`src/rtl/arb_phase_sequencer_if.sv`:
```
// Vertmat port-B bus: relax and printer request sets in, one muxed memory request out.
interface arb_phase_sequencer_if #(
    parameter int PRED_WIDTH = 5,
    parameter int VERT_WIDTH = 25
);
    logic [PRED_WIDTH:0] rlx_addr_b;
    logic [VERT_WIDTH:0] rlx_data_b;
    logic                rlx_we_b;
    logic [PRED_WIDTH:0] prt_addr_b;
    logic [VERT_WIDTH:0] prt_data_b;
    logic                prt_we_b;
    logic [PRED_WIDTH:0] vertmat_addr_b;
    logic [VERT_WIDTH:0] vertmat_data_b;
    logic                vertmat_we_b;

    // slave: the sequencer, which owns the port and grants it to a client
    modport slave (
        input  rlx_addr_b, rlx_data_b, rlx_we_b,
        input  prt_addr_b, prt_data_b, prt_we_b,
        output vertmat_addr_b, vertmat_data_b, vertmat_we_b
    );
    modport master (
        output rlx_addr_b, rlx_data_b, rlx_we_b,
        output prt_addr_b, prt_data_b, prt_we_b,
        input  vertmat_addr_b, vertmat_data_b, vertmat_we_b
    );
endinterface

```
`src/rtl/arb_phase_sequencer.sv`:
```
// Arbitrage core phase controller: PASSES relax passes, then one print, with
// port-B ownership, a one-deep update queue and a per-phase watchdog.
module arb_phase_sequencer #(
    parameter int          PRED_WIDTH  = 5,
    parameter int          VERT_WIDTH  = 25,
    parameter int          PASSES      = 63,
    parameter int          TIMEOUT     = 4095,
    parameter logic [15:0] ROUNDS_INIT = 16'h0000
) (
    input  logic                  clk,
    input  logic                  reset,
    input  logic                  update_valid,
    input  logic                  relax_done,
    input  logic                  print_done,
    output logic                  relax_reset,
    output logic                  print_reset,
    arb_phase_sequencer_if.slave  port_b,
    output logic                  busy,
    output logic [PRED_WIDTH:0]   pass_cnt,
    output logic [15:0]           rounds,
    output logic                  dropped,
    output logic                  timeout_err
);
    localparam int                  WDW       = $clog2(TIMEOUT + 1);
    localparam logic [WDW-1:0]      WD_LIMIT  = WDW'(TIMEOUT);
    localparam logic [PRED_WIDTH:0] LAST_PASS = (PRED_WIDTH + 1)'(PASSES - 1);

    typedef enum logic [2:0] {IDLE, RLX_RST, RELAX, PRT_RST, PRINT} state_t;

    state_t              state, state_nxt;
    logic [WDW-1:0]      wdog, wdog_nxt;
    logic [PRED_WIDTH:0] pass_nxt;
    logic [15:0]         rounds_nxt;
    logic                pending, pending_nxt;
    logic                dropped_nxt, timeout_nxt;
    logic                wdog_hit;

    always_ff @(posedge clk) begin
        if (reset) begin
            state       <= IDLE;
            wdog        <= '0;
            pass_cnt    <= '0;
            rounds      <= ROUNDS_INIT;
            pending     <= 1'b0;
            dropped     <= 1'b0;
            timeout_err <= 1'b0;
        end else begin
            state       <= state_nxt;
            wdog        <= wdog_nxt;
            pass_cnt    <= pass_nxt;
            rounds      <= rounds_nxt;
            pending     <= pending_nxt;
            dropped     <= dropped_nxt;
            timeout_err <= timeout_nxt;
        end
    end

    always_comb begin
        state_nxt   = state;
        wdog_nxt    = wdog;
        pass_nxt    = pass_cnt;
        rounds_nxt  = rounds;
        pending_nxt = pending;
        dropped_nxt = dropped;
        timeout_nxt = timeout_err;
        wdog_hit    = (wdog == WD_LIMIT);

        // Mid-round updates queue one deep; round-end and abort paths override below.
        if (state != IDLE && update_valid) begin
            if (pending) dropped_nxt = 1'b1;
            else         pending_nxt = 1'b1;
        end

        case (state)
            IDLE: begin
                if (update_valid || pending) begin
                    pending_nxt = 1'b0;
                    state_nxt   = RLX_RST;
                end
            end
            RLX_RST: begin
                wdog_nxt  = '0;
                state_nxt = RELAX;
            end
            RELAX: begin
                wdog_nxt = wdog + 1'b1;
                if (relax_done) begin
                    if (pass_cnt == LAST_PASS) begin
                        pass_nxt  = '0;
                        state_nxt = PRT_RST;
                    end else begin
                        pass_nxt  = pass_cnt + 1'b1;
                        state_nxt = RLX_RST;
                    end
                end else if (wdog_hit) begin
                    timeout_nxt = 1'b1;
                    pass_nxt    = '0;
                    pending_nxt = 1'b0;
                    wdog_nxt    = '0;
                    state_nxt   = IDLE;
                end
            end
            PRT_RST: begin
                wdog_nxt  = '0;
                state_nxt = PRINT;
            end
            PRINT: begin
                wdog_nxt = wdog + 1'b1;
                if (print_done) begin
                    rounds_nxt = rounds + 1'b1;
                    if (pending || update_valid) begin
                        // a same-cycle update is absorbed by the round that starts now
                        pending_nxt = 1'b0;
                        dropped_nxt = dropped;
                        state_nxt   = RLX_RST;
                    end else begin
                        state_nxt   = IDLE;
                    end
                end else if (wdog_hit) begin
                    timeout_nxt = 1'b1;
                    pass_nxt    = '0;
                    pending_nxt = 1'b0;
                    wdog_nxt    = '0;
                    state_nxt   = IDLE;
                end
            end
            default: state_nxt = IDLE;
        endcase
    end

    assign busy        = (state != IDLE);
    assign relax_reset = reset || (state != RELAX);
    assign print_reset = reset || (state != PRINT);

    // Write enable only reaches memory in the working states, never in a reset cycle.
    always_comb begin
        port_b.vertmat_addr_b = '0;
        port_b.vertmat_data_b = '0;
        port_b.vertmat_we_b   = 1'b0;
        if (!reset) begin
            case (state)
                RLX_RST, RELAX: begin
                    port_b.vertmat_addr_b = port_b.rlx_addr_b;
                    port_b.vertmat_data_b = port_b.rlx_data_b;
                    port_b.vertmat_we_b   = (state == RELAX) && port_b.rlx_we_b;
                end
                PRT_RST, PRINT: begin
                    port_b.vertmat_addr_b = port_b.prt_addr_b;
                    port_b.vertmat_data_b = port_b.prt_data_b;
                    port_b.vertmat_we_b   = (state == PRINT) && port_b.prt_we_b;
                end
                default: ;
            endcase
        end
    end
endmodule
```
`src/flat_wrapper.sv`:
```
// flat-port wrapper written by rule: the top's interface ports become plain ports
module arb_phase_sequencer_flat 
#(
    parameter int          PRED_WIDTH  = 5,
    parameter int          VERT_WIDTH  = 25,
    parameter int          PASSES      = 63,
    parameter int          TIMEOUT     = 4095,
    parameter logic [15:0] ROUNDS_INIT = 16'h0000
)
  (clk, reset, update_valid, relax_done, print_done, relax_reset, print_reset, busy, pass_cnt, rounds, dropped, timeout_err, port_b_rlx_addr_b, port_b_rlx_data_b, port_b_rlx_we_b, port_b_prt_addr_b, port_b_prt_data_b, port_b_prt_we_b, port_b_vertmat_addr_b, port_b_vertmat_data_b, port_b_vertmat_we_b);
  arb_phase_sequencer_if #(.PRED_WIDTH(PRED_WIDTH), .VERT_WIDTH(VERT_WIDTH)) port_b_i ();
  input  logic clk;
  input  logic reset;
  input  logic update_valid;
  input  logic relax_done;
  input  logic print_done;
  output logic relax_reset;
  output logic print_reset;
  output logic busy;
  output logic [PRED_WIDTH:0] pass_cnt;
  output logic [15:0] rounds;
  output logic dropped;
  output logic timeout_err;
  input wire logic [$bits(port_b_i.rlx_addr_b)-1:0] port_b_rlx_addr_b;
  input wire logic [$bits(port_b_i.rlx_data_b)-1:0] port_b_rlx_data_b;
  input wire logic [$bits(port_b_i.rlx_we_b)-1:0] port_b_rlx_we_b;
  input wire logic [$bits(port_b_i.prt_addr_b)-1:0] port_b_prt_addr_b;
  input wire logic [$bits(port_b_i.prt_data_b)-1:0] port_b_prt_data_b;
  input wire logic [$bits(port_b_i.prt_we_b)-1:0] port_b_prt_we_b;
  output wire logic [$bits(port_b_i.vertmat_addr_b)-1:0] port_b_vertmat_addr_b;
  output wire logic [$bits(port_b_i.vertmat_data_b)-1:0] port_b_vertmat_data_b;
  output wire logic [$bits(port_b_i.vertmat_we_b)-1:0] port_b_vertmat_we_b;
  assign port_b_i.rlx_addr_b = port_b_rlx_addr_b;
  assign port_b_i.rlx_data_b = port_b_rlx_data_b;
  assign port_b_i.rlx_we_b = port_b_rlx_we_b;
  assign port_b_i.prt_addr_b = port_b_prt_addr_b;
  assign port_b_i.prt_data_b = port_b_prt_data_b;
  assign port_b_i.prt_we_b = port_b_prt_we_b;
  assign port_b_vertmat_addr_b = port_b_i.vertmat_addr_b;
  assign port_b_vertmat_data_b = port_b_i.vertmat_data_b;
  assign port_b_vertmat_we_b = port_b_i.vertmat_we_b;
  arb_phase_sequencer #(.PRED_WIDTH(PRED_WIDTH), .VERT_WIDTH(VERT_WIDTH), .PASSES(PASSES), .TIMEOUT(TIMEOUT), .ROUNDS_INIT(ROUNDS_INIT)) u_core (.clk(clk), .reset(reset), .update_valid(update_valid), .relax_done(relax_done), .print_done(print_done), .relax_reset(relax_reset), .print_reset(print_reset), .port_b(port_b_i), .busy(busy), .pass_cnt(pass_cnt), .rounds(rounds), .dropped(dropped), .timeout_err(timeout_err));
endmodule
```
`config.mk`:
```
export PLATFORM = sky130hd
export DESIGN_NAME = arb_phase_sequencer_flat
export DESIGN_NICKNAME = d
export VERILOG_FILES = /design/src/rtl/arb_phase_sequencer_if.sv /design/src/rtl/arb_phase_sequencer.sv /design/src/flat_wrapper.sv
export SDC_FILE = /design/constraint.sdc
export NUM_CORES = 1
export LEC_CHECK = 0
export ABC_AREA = 0
export ABC_CLOCK_PERIOD_IN_PS = 2400
export BUFFER_PORTS_ARGS = -buffer_cell sky130_fd_sc_hd__buf_4
export CAP_MARGIN = 20
export CORE_MARGIN = 5
export CORE_UTILIZATION = 47
export CTS_BUF_LIST = sky130_fd_sc_hd__clkbuf_4
export CTS_CLUSTER_DIAMETER = 120
export DETAILED_ROUTE_END_ITERATION = 10
export GPL_ROUTABILITY_DRIVEN = 0
export PLACE_DENSITY_LB_ADDON = 0.2
export SYNTH_ARGS = -nofsm -noshare
export SYNTH_HDL_FRONTEND = slang
export SYNTH_SLANG_ARGS = --single-unit
```
`constraint.sdc`:
```
create_clock -name clk -period 2.4 [get_ports clk]
set_clock_uncertainty 0.2 [all_clocks]
set_input_delay 0.12 -clock clk [delete_from_list [all_inputs] [get_ports clk]]
set_output_delay 0.12 -clock clk [all_outputs]
set_load 0.01 [all_outputs]
```
; After elaboration in Yosys (flattened, before gate mapping)
; Index checks and enable logic that the tools add are counted.
[totals]
input_bits = 71
wordCells = 75
regBits = 40
out_inout_bits = 60
[classes]
muxes = 37
n_reduce_logical = 16
addsub = 3
n_eq_ne = 12
[ops]
columns = cell, count
row1 = one-hot mux 26 bit (2 select lines), 1
row2 = two-way mux 12 bit, 3
row3 = one-hot mux 12 bit (3 select lines), 1
row4 = two-way mux 6 bit, 5
row5 = two-way mux 26 bit, 1
row6 = one-hot mux 6 bit (2 select lines), 2
row7 = adder 16 x 1 -> 16 bit (second input constant), 1
row8 = two-way mux 1 bit, 15
row9 = one-hot mux 3 bit (5 select lines), 1
row10 = adder 12 x 1 -> 12 bit (second input constant), 1
row11 = == test 12 bit (second input constant), 1
row12 = two-way mux 3 bit, 4
row13 = adder 6 x 1 -> 6 bit (second input constant), 1
row14 = == test 3 x 2 -> 1 bit (second input constant), 2
row15 = == test 6 bit (second input constant), 1
row16 = inequality test 3 bit (second input constant), 2
row17 = nonzero test 3 bit, 2
row18 = OR reduction 2 bit, 3
row19 = inequality test 2 bit (second input constant), 2
row20 = one-hot mux 1 bit (2 select lines), 2
row21 = AND reduction 2 bit, 2
row22 = == test 3 x 1 -> 1 bit (second input constant), 1
row23 = == test 3 bit (second input constant), 1
row24 = logical AND 1 bit, 3
row25 = other kinds (8), 10

; Depth between registers and ports, before layout
[logic_depth]
ltp_word = 6
mapped_depth = 6
ltp_nobuf = 6

; Least setup slack after synthesis
; No wires, ideal clock.
[synth_timing]
path_kind = reg2reg
from = register u_core.wdog[0]
to = register u_core.pending
setup_slack_ns = 0.527
synth_period_minus_slack_ns = 1.873
path_buffers = 0
setup_ns = 0.147
stages_incl_launch_ff = 6
t_arrival_ns = 1.526
t_required_ns = 2.053
path_cell_list = dfxtp_1 ha_1 and3_1 nand4_1 a2111oi_0 a2111oi_2
[synth_via]
elab_chain_len = 4
elab_cells_between_ends = 5
classes_between = eq/ne: 1 / mux: 4
[synth_rtl]
columns = item, line
row1 = start: declaration, arb_phase_sequencer.sv:31  ; logic [WDW-1:0] wdog, wdog_nxt;
row2 = start signal: assignment, arb_phase_sequencer.sv:49  ; wdog <= wdog_nxt;
row3 = == test 12 bit *, arb_phase_sequencer.sv:66  ; wdog_hit = (wdog == WD_LIMIT);
row4 = two-way mux 1 bit *, "arb_phase_sequencer.sv:95, arb_phase_sequencer.sv:119"
row5 = "two-way mux 1 bit, on equally long branches", "arb_phase_sequencer.sv:109, arb_phase_sequencer.sv:87"
row6 = one-hot mux 1 bit (3 select lines) *, arb_phase_sequencer.sv:74  ; case (state)
row7 = end signal: assignment, arb_phase_sequencer.sv:52  ; pending <= pending_nxt;
row8 = end: declaration, arb_phase_sequencer.sv:34  ; logic pending, pending_nxt;
; Mark *: on every way between the ends. The rest lies on a longest branch, timed or not.
; A chain may end at the register's enable or synchronous reset.

; Worst setup path after layout
[layout_timing]
from = register u_core.state[1]
to = output port port_b_vertmat_data_b[11]
[layout_via]
elab_chain_len = 4
elab_cells_between_ends = 8
classes_between = eq/ne: 4 / mux: 2 / reduce/logical: 2
[layout_rtl]
columns = item, line
row1 = start: declaration, arb_phase_sequencer.sv:30  ; state_t state, state_nxt;
row2 = start signal: assignment, arb_phase_sequencer.sv:48  ; state <= state_nxt;
row3 = "== test 3 x 2 -> 1 bit, or another cell as far along", arb_phase_sequencer.sv:141  ; case (state)
row4 = OR reduction 2 bit, arb_phase_sequencer.sv:141
row5 = one-hot mux 26 bit (2 select lines) *, arb_phase_sequencer.sv:141
row6 = two-way mux 26 bit *, arb_phase_sequencer.sv:140  ; if (!reset) begin
row7 = end: declaration, flat_wrapper.sv:31  ; output wire logic [$bits(port_b_i.vertmat_data_b)-1:0] port_b_vertmat_data_b;
; Marks and branches as above.

==> run_results.csv <==
group,metric,value,unit
run_status,outcome,"completed",
cells_and_area,synthToLayoutAreaGrowth,48.4,%
synth,synthFlopType,"dfxtp_1",
cells_and_area,drive_above_1_share,35.0,%
clock_tree,cts.sinks,40,
route,dr_total_vias,3023,
power,internal_power,0.00115,W
power,p_sw_share,31.2,%
global_routing,grt_pass1_wl,13.5,mm
timing,timing.final.ws_setup,134,ps
critical_path,start_kind,"register",
clock_tree,htree_levels,2,
clock_tree,clockRootBuffer,"clkbuf_4",
route,highest-signal-layer,"met4",
power,p_switching,0.000524,W
critical_path,cp_common_cell,"buf_4",
power,p_clk_share,27.7,%
hold_path,whs_path_depth,5,
clock_tree,clock_latency,350,ps
die,core,5170,um^2
clock_tree,cts_buffer_depth,2,
route,ant_nets,0,
cells_and_area,fill_cells,419,
die,dieWidth,83.2,um
route,route.met3.wl,697,um
critical_path,cp.required,2080,ps
power,p_leak,1.53,nW
place,dp_slack,3.32,ps
critical_path,cp_top_family,"simple AND/OR/NAND/NOR gates",
place,port_buffers,130,
route,wl_met1,3.36,mm
timing,tightest_slew,594,ps
die,pin_count,131,
synth,ys_top_cells_by_area,"dfxtp_1 32%, a22oi_1 9.5%, nor2_1 8.0%, a21oi_1 3.6%, nand3_1 3.0%",
synth,async_flop_share,0,%
hold_path,hold_path_class,"in -> reg",
timing,hold_viol,0,
synth,synth_seq_cells,40,
synth,syn_area,2520,um^2
global_routing,grt_usage,23.0,%
synth,yosysMostFrequentCell,"nor2_1",
timing,timing.final.crit_share,94.4,%
timing,min_period,2270,ps
synth,synth.top_cell.area_share,31.8,%
timing,final_max_slew_viol_count,0,
cells_and_area,design_area,3740,um^2
route,route.detailed.drc,0,
place,post-dp-hpwl,6.41,mm
power,ir_drop,0.000305,V
critical_path,slowest_delay,400,ps
clock_tree,post_cts_buffers,0,
cells_and_area,finalNetCount,534,
synth,synth_common_cells,"54 x nor2_1, 40 x dfxtp_1, 32 x a22oi_1",
synth,synth_edf_count,0,
route,vias_per_cell,5.70,
route,routed_wl,8.53,mm
timing,max_freq,441,MHz
global_routing,grt_max_degree,61,
critical_path,cp_max_fo,16,
synth,synth.avg_cell_area,7.70,um^2
run,cap_violations,0,
place,place_area,3570,um^2
clock_tree,cts_buffers,5,
power,p_per_area,449,nW/um^2
synth,ys_warn_count,0,
critical_path,cp-end-kind,"output pin",
synth,synth_fp_nets,402,
power,seqPwrFrac,41.3,%
die,dieHeight,83.2,um
die,start_util,48.7,%
synth,synth_area_leader_cell,"dfxtp_1",
die,rows,26,
global_routing,grt_antenna_before_repair,0,
critical_path,crit_arrival,1950,ps
synth,ys_types,59,
global_routing,grt_pass1_vias,2870,
clock_tree,cts_tree,"done",
clock_tree,path_clk_slew,130,ps
synth,synthCells,327,
timing,finalSetupTns,0,ps
critical_path,worst-path-stages,7,
cells_and_area,post-route-util,72.3,%
critical_path,r2r_cells,5,
die,dieArea,6920,um^2
route,met2_length,4.32,mm
critical_path,path_class,"reg -> out",
route,dr.pass1.iters,4,
route,dr.first_iter.drc_count,175,
global_routing,grt-ovfl-total,0,
power,p_comb_share,31.0,%
timing,finalSetupViolations,0,
cells_and_area,diodes,0,
route,avgRoutedWirePerCell,16.1,um
synth,ys_seq_area_share,31.8,%
timing,max_slew_margin,60.4,%
timing,rsz0062_at_grt,"false",
critical_path,slowest_stage,"dfxtp_2",
critical_path,path_buf_inv,3,
critical_path,crit_chain,"buf_4, or3b_4, nand2_2, clkbuf_16, a22oi_1, nor2_1, buf_4",
-- registers in the layout (all words and copies together), names as in the netlist --
signal,count
u_core.dropped,1
u_core.pass_cnt,6
u_core.pending,1
u_core.rounds,16
u_core.state,3
u_core.timeout_err,1
u_core.wdog,12
-- area by class of cell --
cell class                 instances  area (um^2)  area share, %
inverter                          12         45.0           1.21
timing repair buffer             142         1100           29.5
multi-input combinational        258         1610           43.1
tap                               70         87.6           2.34
clock inverter                     3         46.3           1.24
sequential                        40          806           21.6
clock buffer                       5         37.5           1.00
-- metal layers --
metal  up-vias  track usage, %
li1       1484               -
met1      1413            27.1
met2       116            39.7
met3        10            7.23
met4         0            6.84
met5         -               0
-- what timing repair did --
item                                    CTS  global route
hold buffers                              3             0
endpoints found under the setup margin   32            32
pin swaps                                 0             1
resized for setup                         3             4
cloned                                    0             2
endpoints found under the hold margin     6             0
-- power by group through the flow --
| stage | logic [W] | clock network (W) | registers, W |
|---|---|---|---|
| global placement | 0.000485 | 0 | 0.000707 |
| detailed placement | 0.000494 | 0 | 0.000708 |
| floorplan | 0.000267 | 0 | 0.000706 |
| global route | 0.000560 | 0.000499 | 0.000696 |
| finish | 0.000520 | 0.000465 | 0.000693 |
| CTS | 0.000502 | 0.000470 | 0.000693 |
-- layout by cell type, fill, tap and decap left out, drive strengths merged, types with 7 or more instances in the layout --
cell type	n
buf	138
nor2	55
dfxtp	40
a22oi	32
o21ai	19
a21oi	18
nand2	18
nand3	15
inv	12
or3	10
xnor2	7
nand4	7
-- path summary, 6_finish.rpt --
kind | to | startpoint | slack, ps
min reg2reg | u_core.timeout_err | u_core.timeout_err | 280
max | port_b_vertmat_data_b[11] | u_core.state[1] | 130
max reg2reg | u_core.pass_cnt[5] | u_core.wdog[0] | 170
min | u_core.wdog[2] | reset | 40
-- kinds of logic after synthesis --
group / after synthesis / share of synthesized area, %
AO/OA/AOI/OAI: 93 / 25.3
XOR/XNOR: 12 / 4.17
adder cells (fa/ha/maj): 4 / 1.99
buffers and inverters: 30 / 5.17
flip-flops: 40 / 31.8
multiplexers: 1 / 0.397
AND/OR/NAND/NOR: 147 / 31.2
-- tightest hold or removal path, stage by stage --
cell and delay (ps):
buf_4 90, clkinv_1 50, buf_4 170, o211ai_1 80, o21ai_1 60
-- stage by stage --
| step | hold WS, ps | total power, W | std cells |
|---|---|---|---|
| detailed placement | 245 | 0.00120 | 517 |
| floorplan | 9.69 | 0.000972 | 327 |
| global placement | 239 | 0.00119 | 517 |
| finish | 40.2 | 0.00168 | 530 |
| CTS | 41.4 | 0.00167 | 528 |
| global route | 62.3 | 0.00175 | 530 |
Power figures use the tool's default switching activity.
